--- src/rtl/reg_scoreboard.sv ---
// Register scoreboard: one pending-write bit per architectural register, with same-cycle
// writeback bypass on RAW/WAW checks and a sticky flag for writebacks nothing was waiting on.
module reg_scoreboard #(
    parameter int ADDR_W   = 5,
    parameter int NREG     = 2**ADDR_W,
    parameter int ZERO_REG = 31
) (
    input  logic              clk,
    input  logic              reset,
    input  logic              iss_en,
    input  logic [ADDR_W-1:0] iss_rd,
    input  logic              rs1_en,
    input  logic [ADDR_W-1:0] rs1,
    input  logic              rs2_en,
    input  logic [ADDR_W-1:0] rs2,
    input  logic              wb_en,
    input  logic [ADDR_W-1:0] wb_rd,
    output logic              iss_accept,
    output logic              stall,
    output logic              rs1_busy,
    output logic              rs2_busy,
    output logic [NREG-1:0]   busy_vec,
    output logic [ADDR_W:0]   busy_cnt,
    output logic              err
);

    function automatic logic is_zero(input logic [ADDR_W-1:0] a);
        return 32'(a) == ZERO_REG;
    endfunction

    function automatic logic in_range(input logic [ADDR_W-1:0] a);
        return 32'(a) < NREG;
    endfunction

    function automatic logic [NREG-1:0] decode(input logic en, input logic [ADDR_W-1:0] a);
        logic [NREG-1:0] oh;
        oh = '0;
        for (int i = 0; i < NREG; i++)
            if (en && !is_zero(a) && in_range(a) && (32'(a) == i))
                oh[i] = 1'b1;
        return oh;
    endfunction

    // Out-of-range addresses read as "not busy" rather than indexing past the vector.
    function automatic logic bit_of(input logic [NREG-1:0] v, input logic [ADDR_W-1:0] a);
        logic b;
        b = 1'b0;
        for (int i = 0; i < NREG; i++)
            if (32'(a) == i)
                b = v[i];
        return b;
    endfunction

    function automatic logic [ADDR_W:0] popcount(input logic [NREG-1:0] v);
        logic [ADDR_W:0] c;
        c = '0;
        for (int i = 0; i < NREG; i++)
            c = c + (ADDR_W+1)'(v[i]);
        return c;
    endfunction

    function automatic logic wb_hit(input logic [ADDR_W-1:0] x);
        return wb_en && (wb_rd == x) && !is_zero(x);
    endfunction

    logic [NREG-1:0]  iss_onehot;
    logic [NREG-1:0]  wb_onehot;
    logic [NREG-1:0]  busy_nxt;
    logic             rd_clear;
    logic             wb_bad;

    always_comb begin
        rs1_busy   = rs1_en && !is_zero(rs1) && bit_of(busy_vec, rs1) && !wb_hit(rs1);
        rs2_busy   = rs2_en && !is_zero(rs2) && bit_of(busy_vec, rs2) && !wb_hit(rs2);
        rd_clear   = is_zero(iss_rd) || !bit_of(busy_vec, iss_rd) || wb_hit(iss_rd);
        iss_accept = iss_en && rd_clear && !rs1_busy && !rs2_busy;
        stall      = iss_en && !iss_accept;
        iss_onehot = decode(iss_accept, iss_rd);
        wb_onehot  = decode(wb_en, wb_rd);
        // Issue set is applied after the writeback clear so a same-cycle rewrite stays pending.
        busy_nxt   = (busy_vec & ~wb_onehot) | iss_onehot;
        wb_bad     = wb_en && !is_zero(wb_rd) && (!in_range(wb_rd) || !bit_of(busy_vec, wb_rd));
    end

    always_ff @(posedge clk or posedge reset) begin
        if (reset) begin
            busy_vec <= '0;
            busy_cnt <= '0;
            err      <= 1'b0;
        end else begin
            busy_vec <= busy_nxt;
            busy_cnt <= popcount(busy_nxt);
            err      <= err | wb_bad;
        end
    end

endmodule

--- config.mk ---
export PLATFORM = sky130hd
export DESIGN_NAME = reg_scoreboard
export DESIGN_NICKNAME = d
export VERILOG_FILES = /design/src/rtl/reg_scoreboard.sv
export SDC_FILE = /design/constraint.sdc
export NUM_CORES = 1
export LEC_CHECK = 0
export BUFFER_PORTS_ARGS = -buffer_cell sky130_fd_sc_hd__buf_2
export CAP_MARGIN = 20
export CELL_PAD_IN_SITES_DETAIL_PLACEMENT = 0
export CELL_PAD_IN_SITES_GLOBAL_PLACEMENT = 2
export CORE_MARGIN = 8
export CORE_UTILIZATION = 32
export DETAILED_ROUTE_END_ITERATION = 12
export PLACE_DENSITY = 0.86
export SLEW_MARGIN = 5
export SYNTH_ARGS = -nofsm -noshare
export SYNTH_HDL_FRONTEND = slang
export SYNTH_SLANG_ARGS = --single-unit
--- constraint.sdc ---
create_clock -name clk -period 6.15 [get_ports clk]
set_input_delay 0 -clock clk [delete_from_list [all_inputs] [get_ports clk]]
set_output_delay 0 -clock clk [all_outputs]
set_load 0.01 [all_outputs]
==> results.md, run 1 <==
- Status: complete, but fails checks
- Violated checks: setup timing
- Share of post-route cells with drive strength above 1: 30.1%
- Cell variety after synth: 70
- GR Overflow Total: 0
- Number of antenna violations at the first check in global routing: 0
- Final Wtd Congestion: 0.979
- CP dominant cell by count: fa_1
- Leak: 0.00269 µW
- Clock Pin Slew Worst Setup and Hold Paths: 0.06 ns
- Wirelength, routed: 19.8 mm
- Setup TNS Final: -0.412 ns
- Setup violations, final: 4
- Hold Fails Final Rpt: 0
- RSZ-0062 raised after global routing: yes
- Hold Startpoint: iss_rd[3]
- Final Max Slew Viols: 0
- Layout Skew: 0.00692 ns
- Syn Nets: 627
- Root Driver: clkbuf_16
- Inserted Diodes: 0
- Fin nets: 740
- Critical path cell sequence: o311a_1, o221a_2, a211o_1, a22oi_4, nand4_4, buf_12, o31a_1, fa_1, fa_1, fa_2, fa_1, fa_1, fa_1, inv_1, ha_2, fa_2, a21o_1, a21oi_2, xnor2_1
- CTS Buf Count: 5
- CP Buf/Inv Count: 2
- Final core occ: 40.6%
- Gr usage total: 19.9%
- WL/cell: 22.7 µm
- CTS tree: built
- Synthesized area: 4870 µm²
- PnR Total Power: 4270 µW
- Number of vias per cell: 6.02
- Max-capacitance violation count: 0
- DRT antenna net count: 0
- Max_slew headroom: 54.2%
- Post-Place Cells: 860
- Io pins: 69
- Hold crit path type: in2reg
- Core Box Area: 15000 µm²
- Initial Util: 32.4%
- DRC Markers: 0
- Commonest non-fill, non-tap cell in the layout: buf_4
- H-tree depth: 2
- Max frequency: 157 MHz
- Synth-to-Final Area Change: 25.3%
- Crit path time final: 6.35 ns
- Synth warn: 0
- Least-Margin Pin Slew: 0.682 ns
- Worst skew pair latency: 0.28 ns
- Seq/Total Area, Yosys: 20.1%
- Largest net degree at the start of global routing: 40
- WP data required: 6.35 ns
- Starting DRT DRC Count: 498
- Peak supply drop: 0.00167 V
- Top_reg_cell synth: dfrtp_1
- Most frequent cells in the layout: 90 x buf_4, 68 x buf_2, 42 x inv_1
- Critical Path Slowest Stage Cell: fa_2
- DP Wirelength: 15.4 mm
- CP startpoint: busy_vec[5]
- Vias in the first global route: 5220
- R2r startpoint: busy_vec[5]
- First-pass GRT wire length: 30.6 mm
- CP startpoint kind: flop
- CP max FO: 17
- Die Area: 19400 µm²
- TritonRoute pass-1 iters: 5
- Delay-heaviest family, CP: adder cells
- Critical Path AT: 6.56 ns
- Worst setup EP type: flop
- Slowest Stage Delay on Critical Path: 0.58 ns
- Synth Instances: 570
- Area of placed instances: 5830 µm²
- I/O Buffers: 68
- Fin cells: 872
- Row Count: 45
- Setup WS post-layout: -0.204 ns
- Clock Sink Count: 39
- Number of enable flip-flop cells after synthesis: 0
- Die height: 139 µm
- Crit Path Class: reg2reg
- PD cells: 699 nW/µm²
- Cell area after layout: 6100 µm²
- Mean Syn Cell Area: 8.54 µm²
- Longest Clk Path Bufs: 2
- Final period util: 103%
- Via count: 5252
- Async SR Flop Fraction: 100%
- Width of the die: 139 µm
- #FFs+latches synth: 39
==> area by class of cell <==
type / instances / area [µm²]
inverters: 43 / 161
clock inverters: 2 / 60.1
flip-flops and latches: 39 / 981
repair buffers: 162 / 1090
clock buffers: 6 / 129
fillers: 1535 / 8930
well taps: 188 / 235
multi-input cells: 432 / 3450
==> flip-flops by register name, summed over array words and instances (netlist names) <==
register / cells
err: 1
busy_cnt: 6
busy_vec: 32
==> synth_stat cells, drive strengths merged, types with 6 or more instances <==
| cell type | count | share of area [%] |
|---|---|---|
| clkbuf | 20 | 1.5 |
| ha | 7 | 1.8 |
| nor2 | 24 | 1.9 |
| or3b | 7 | 1.3 |
| nand4 | 7 | 1.2 |
| nand2 | 30 | 2.3 |
| inv | 43 | 3.3 |
| o21ai | 40 | 4.1 |
| fa | 24 | 9.9 |
| o31a | 28 | 5.0 |
| xnor2 | 13 | 2.3 |
| o31ai | 34 | 5.2 |
| a211oi | 9 | 1.4 |
| a2111oi | 6 | 1.5 |
| buf | 36 | 5.1 |
| mux2i | 20 | 4.1 |
| nand3b | 12 | 1.9 |
| dfrtp | 39 | 20 |
| o211ai | 10 | 1.5 |
| o22ai | 7 | 0.90 |
| nand2b | 19 | 2.4 |
| nor2b | 19 | 2.4 |
| a21oi | 19 | 2.0 |
| nand3 | 11 | 1.1 |
==> final timing paths <==
check / endpoint / slack (ns) / cells after the start
worst max register to register: busy_cnt[4] / -0.20 / 19
min in group asynchronous: busy_vec[28] / 0.38 / 4
worst min register to register: busy_vec[31] / 0.40 / 0
worst min-delay path: busy_vec[15] / 0.26 / 4
worst max-delay path: busy_cnt[4] / -0.20 / 19
max in group asynchronous: busy_vec[23] / 5.38 / 4
==> layer usage <==
metal | part of all wire [%] | global-route usage [%] | up-vias | routed length (µm)
li1 | - | - | 2335 | -
met1 | 42 | 25.2 | 2589 | 8240
met2 | 45 | 31.2 | 262 | 8900
met3 | 7.4 | 3.69 | 66 | 1460
met4 | 5.9 | 11.3 | 0 | 1170
met5 | 0 | 0 | - | 0
==> through the flow <==
stage	hold WS (ns)	worst slack, ns
after global routing	0.281	-0.329
after floorplan	0.144	-0.0833
after global placement	0.140	-0.379
after CTS	0.258	-0.201
after detailed placement	0.144	-0.387
final	0.261	-0.204
==> timing repair <==
action / CTS / global route
endpoints found under the hold margin: 39 / 0
endpoints found under the setup margin: 5 / 5
setup buffers: 3 / 0
resized for setup: 4 / 9
hold buffers: 1 / 0
pin swaps: 5 / 1
==> cell families (layout without fill, tap and decap cells) <==
logic type	Yosys count	in the layout	synth area share, %
flops	39	39	20.1
compound gates	203	203	30.7
simple gates	153	153	17.9
fa+ha+maj	31	31	11.7
xor+xnor	18	18	3.24
buf+inv	99	213	9.97
mux	27	27	6.43
==> where the power goes <==
part | total, µW | switching (µW) | leakage [µW] | internal (µW)
sequential | 506 | 108 | 0.000486 | 398
clock | 332 | 99.6 | 0.0000911 | 233
combinational | 3430 | 1790 | 0.00212 | 1640
total | 4270 | 2000 | 0.00269 | 2270
==> worst register-to-register path, cell delays in order, from the launching register on <==
cell,delay [ns]
dfrtp_2,0.49
o311a_1,0.37
o221a_2,0.23
a211o_1,0.33
a22oi_4,0.21
nand4_4,0.13
buf_12,0.17
o31a_1,0.27
fa_1,0.57
fa_1,0.45
fa_2,0.58
fa_1,0.43
fa_1,0.47
fa_1,0.55
inv_1,0.05
ha_2,0.18
fa_2,0.34
a21o_1,0.20
a21oi_2,0.14
xnor2_1,0.12
Power figures use the tool's default switching activity.
==> inputs of run 2 (changes only) <==
ABC_AREA = 1   (was unset)
BUFFER_PORTS_ARGS = unset   (was -buffer_cell sky130_fd_sc_hd__buf_2)
DONT_BUFFER_PORTS = 1   (was unset)
==> results.md, run 2 <==
- Status: complete, but fails checks (unchanged)
- Violated checks: setup timing (unchanged)
- H-tree depth: 2 (unchanged)
- Io pins: 69 (unchanged)
- Reg2Reg Depth: 40 (was 19)
- Max reg flops: 32 (unchanged)
- Syn Nets: 777 (was 627)
- Starting DRT DRC Count: 534 (was 498)
- #FFs+latches synth: 39 (unchanged)
- Wirelength, routed: 22.6 mm (was 19.8 mm)
- PnR Total Power: 4640 µW (was 4270 µW)
- WL/cell: 21.0 µm (was 22.7 µm)
- Final Wtd Congestion: 0.995 (was 0.979)
- First-pass GRT wire length: 34.9 mm (was 30.6 mm)
- Top_reg_cell synth: dfrtp_1 (unchanged)
- Synth area leader: dfrtp_1 (unchanged)
- Most frequent cells in the layout: 163 x buf_4, 143 x nand2_1, 134 x inv_1 (was 90 x buf_4, 68 x buf_2, 42 x inv_1)
- Sequential cell area: 980 µm² (was 981 µm²)
- Row Count: 44 (was 45)
- Worst setup EP type: flop (unchanged)
- Synth cell count leaders: 146 x nand2_1, 142 x inv_1, 75 x nor2_1, 59 x nand4_1, 49 x nand3_1 (was 43 x inv_1, 40 x o21ai_0, 39 x dfrtp_1, 34 x o31ai_1, 30 x nand2_1)
- Hold path depth: 3 (was 4)
- Least-Margin Pin Slew: 0.895 ns (was 0.682 ns)
- Initial Util: 32.4% (about the same)
- Die Area: 18600 µm² (was 19400 µm²)
- Number of antenna violations at the first check in global routing: 0 (unchanged)
- Gr usage total: 25.0% (was 19.9%)
- Worst skew pair latency: 0.29 ns (was 0.28 ns)
- Width of the die: 136 µm (was 139 µm)
- DP Wirelength: 17.8 mm (was 15.4 mm)
- Critical Path AT: 6.96 ns (was 6.56 ns)
- Clock power share: 6.5% (was 7.8%)
- Cell area after layout: 6540 µm² (was 6100 µm²)
- Die height: 136 µm (was 139 µm)
- Cell variety after synth: 48 (was 70)
- Clock Pin Slew Worst Setup and Hold Paths: 0.06 ns (about the same)
- Critical Path Slowest Stage Cell: fa_1 (was fa_2)
- Post-Place Cells: 1023 (was 860)
- Hold Startpoint: wb_rd[4] (was iss_rd[3])
- Share of post-route cells with drive strength above 1: 29.4% (was 30.1%)
- CP max FO: 8 (was 17)
- RSZ-0062 raised after global routing: yes (unchanged)
- Sw Ratio: 47.6% (was 46.8%)
- Synth warn: 0 (unchanged)
- Area of placed instances: 5870 µm² (was 5830 µm²)
- Max frequency: 148 MHz (was 157 MHz)
- CTS Buf Count: 5 (unchanged)
- DRC Markers: 0 (unchanged)
- Async SR Flop Fraction: 100% (unchanged)
- Hold crit path type: in2reg (unchanged)
- Inserted Diodes: 0 (unchanged)
- Leak: 0.00321 µW (was 0.00269 µW)
- Setup WS post-layout: -0.599 ns (was -0.204 ns)
- CP startpoint kind: flop (unchanged)
- Multi-input combinational cell area: 3040 µm² (was 3450 µm²)
- Regs by FF count: busy_vec (32), busy_cnt (6), err (1) (unchanged)
- Clock Sink Count: 39 (unchanged)
- Post-synth top area share: 21.1% (was 20.1%)
- Via count: 5766 (was 5252)
- I/O Buffers: 0 (was 68)
- Crit Path Class: reg2reg (unchanged)
- Number of enable flip-flop cells after synthesis: 0 (unchanged)
- Pre-CTS WS: -0.613 ns (was -0.387 ns)
- Largest net degree at the start of global routing: 40 (unchanged)
- Fin nets: 948 (was 740)
- Internal cell power: 2430 µW (was 2270 µW)
- Fin cells: 1076 (was 872)
- Sequential Power Share: 10.8% (was 11.9%)
- Switching power of the nets: 2210 µW (was 2000 µW)
- CP dominant cell by count: nand2_1 (was fa_1)
- Max-capacitance violation count: 0 (unchanged)
- Longest Clk Path Bufs: 2 (unchanged)
- Fill cells: 1507 (was 1535)
- Worst hold endpoint: err (was busy_vec[15])
- R2r startpoint: busy_vec[2] (was busy_vec[5])
- Commonest non-fill, non-tap cell in the layout: buf_4 (unchanged)
- Core Box Area: 14300 µm² (was 15000 µm²)
- Largest register by flop count: busy_vec (unchanged)
- WP data required: 6.36 ns (was 6.35 ns)
- Final Hold Slack: 0.00483 ns (was 0.261 ns)
- Layout Skew: 0.00662 ns (was 0.00692 ns)
- Number of vias per cell: 5.36 (was 6.02)
- Vias in the first global route: 5840 (was 5220)
- Combinational Power Share: 82.7% (was 80.4%)
- Cell with the most instances after synthesis: nand2_1 (was inv_1)
- Final period util: 110% (was 103%)
- TritonRoute pass-1 iters: 5 (unchanged)
- Root Driver: clkbuf_16 (unchanged)
- Mean Syn Cell Area: 6.43 µm² (was 8.54 µm²)
- Final Max Slew Viols: 0 (unchanged)
- Max_slew headroom: 40.2% (was 54.2%)
- PD cells: 710 nW/µm² (was 699 nW/µm²)
- Hold Fails Final Rpt: 0 (unchanged)
- Area contributors post-synth: dfrtp_1 21%, nand2_1 12%, inv_1 12%, fa_1 10%, nand4_1 8.0% (was dfrtp_1 20%, fa_1 9.9%, o31ai_1 5.2%, o31a_1 5.0%, mux2i_1 4.1%)
- Synth-to-Final Area Change: 41.3% (was 25.3%)
- Synthesized area: 4630 µm² (was 4870 µm²)
- Seq/Total Area, Yosys: 21.1% (was 20.1%)
- CTS tree: built (unchanged)
- Crit path time final: 6.75 ns (was 6.35 ns)
- Reg2reg setup slack: -0.60 ns (was -0.20 ns)
- GR Overflow Total: 0 (unchanged)
- FF-to-FF End: busy_cnt[4] (unchanged)
- Setup violations, final: 5 (was 4)
- Slowest Stage Delay on Critical Path: 0.59 ns (was 0.58 ns)
- Synth Instances: 720 (was 570)
- Peak supply drop: 0.00233 V (was 0.00167 V)
- DRT antenna net count: 0 (unchanged)
==> run 2: cell types whose count changed after synthesis, sizes merged, moves of 20 or more <==
cell | previous run | this run
o31ai | 34 | 8
mux2i | 20 | 0
nand2 | 30 | 151
inv | 43 | 158
o31a | 28 | 0
nor2 | 24 | 83
nand3 | 11 | 51
nand4 | 7 | 59
buf | 36 | 10
==> run 2: worst max path at each step <==
stage	from	end
4_1_cts	busy_vec[2]	busy_cnt[4]
3_3_place_gp	busy_vec[1]	busy_cnt[4]
6_report	busy_vec[2]	busy_cnt[4]
5_1_grt	busy_vec[2]	busy_cnt[4]
2_1_floorplan	busy_vec[0]	busy_cnt[4]
3_5_place_dp	busy_vec[1]	busy_cnt[4]
==> run 2: critical path: cells and delay by family, from the launching register on <==
| family | cells | cell delay [ns] |
|---|---|---|
| xor gates and xnor gates | 1 | 0.12 |
| DFF | 1 | 0.39 |
| buffers and inverters | 4 | 0.34 |
| adders and majority gates | 8 | 3.52 |
| AOI/OAI and AO/OA | 1 | 0.12 |
| and+or+nand+nor | 26 | 2.18 |
==> run 2: through the flow <==
step / utilization (%) / setup TNS [ns]
6_report: 45.7 / -2.46
5_1_grt: 45.7 / -4.41
2_1_floorplan: - / -0.150
4_1_cts: 45.1 / -2.34
3_3_place_gp: 41.0 / -2.18
3_5_place_dp: 41.0 / -2.53
==> run 2: timing repair <==
item | CTS | global route
hold buffers | 4 | 0
pin swaps | 10 | 18
hold endpoints to repair | 49 | 0
setup endpoints to repair | 5 | 7
buffers inserted | 41 | 14
resized for setup | 21 | 23
cloned | 0 | 1
==> run 2: metal layers <==
layer | routed length [µm] | vias up | share of wire, % | GRT usage [%]
met5 | 0 | - | 0 | 0
met2 | 10400 | 302 | 46 | 40.2
met4 | 1130 | 0 | 5.0 | 13.7
li1 | - | 2679 | - | -
met3 | 1980 | 62 | 8.7 | 4.58
met1 | 9140 | 2723 | 40 | 31.0
==> run 2: area by class of cell <==
type	count	share of cell area [%]
Clock inverter	1	0.459
Multi-Input combinational cell	497	46.5
Sequential cell	39	15.0
Inverter	159	9.12
Tap cell	184	3.52
Clock buffer	7	2.03
Timing Repair Buffer	189	23.4
==> run 2: cell families (layout without fill, tap and decap cells) <==
group | after synthesis | count (layout) | share of synthesized area, %
AO/OA/AOI/OAI | 89 | 89 | 13.3
XOR/XNOR | 5 | 5 | 0.945
adder cells (fa/ha/maj) | 31 | 31 | 12.3
buffers and inverters | 185 | 356 | 15.4
flip-flops | 39 | 39 | 21.1
AND/OR/NAND/NOR | 371 | 372 | 37.0
==> run 2: power groups by stage <==
| stage | logic [µW] | registers (µW) | clock network (µW) |
|---|---|---|---|
| after floorplan | 2100 | 490 | 0 |
| after global placement | 3340 | 499 | 0 |
| after detailed placement | 3380 | 499 | 0 |
| after CTS | 3530 | 496 | 302 |
| after global routing | 4410 | 504 | 312 |
| final | 3840 | 501 | 301 |
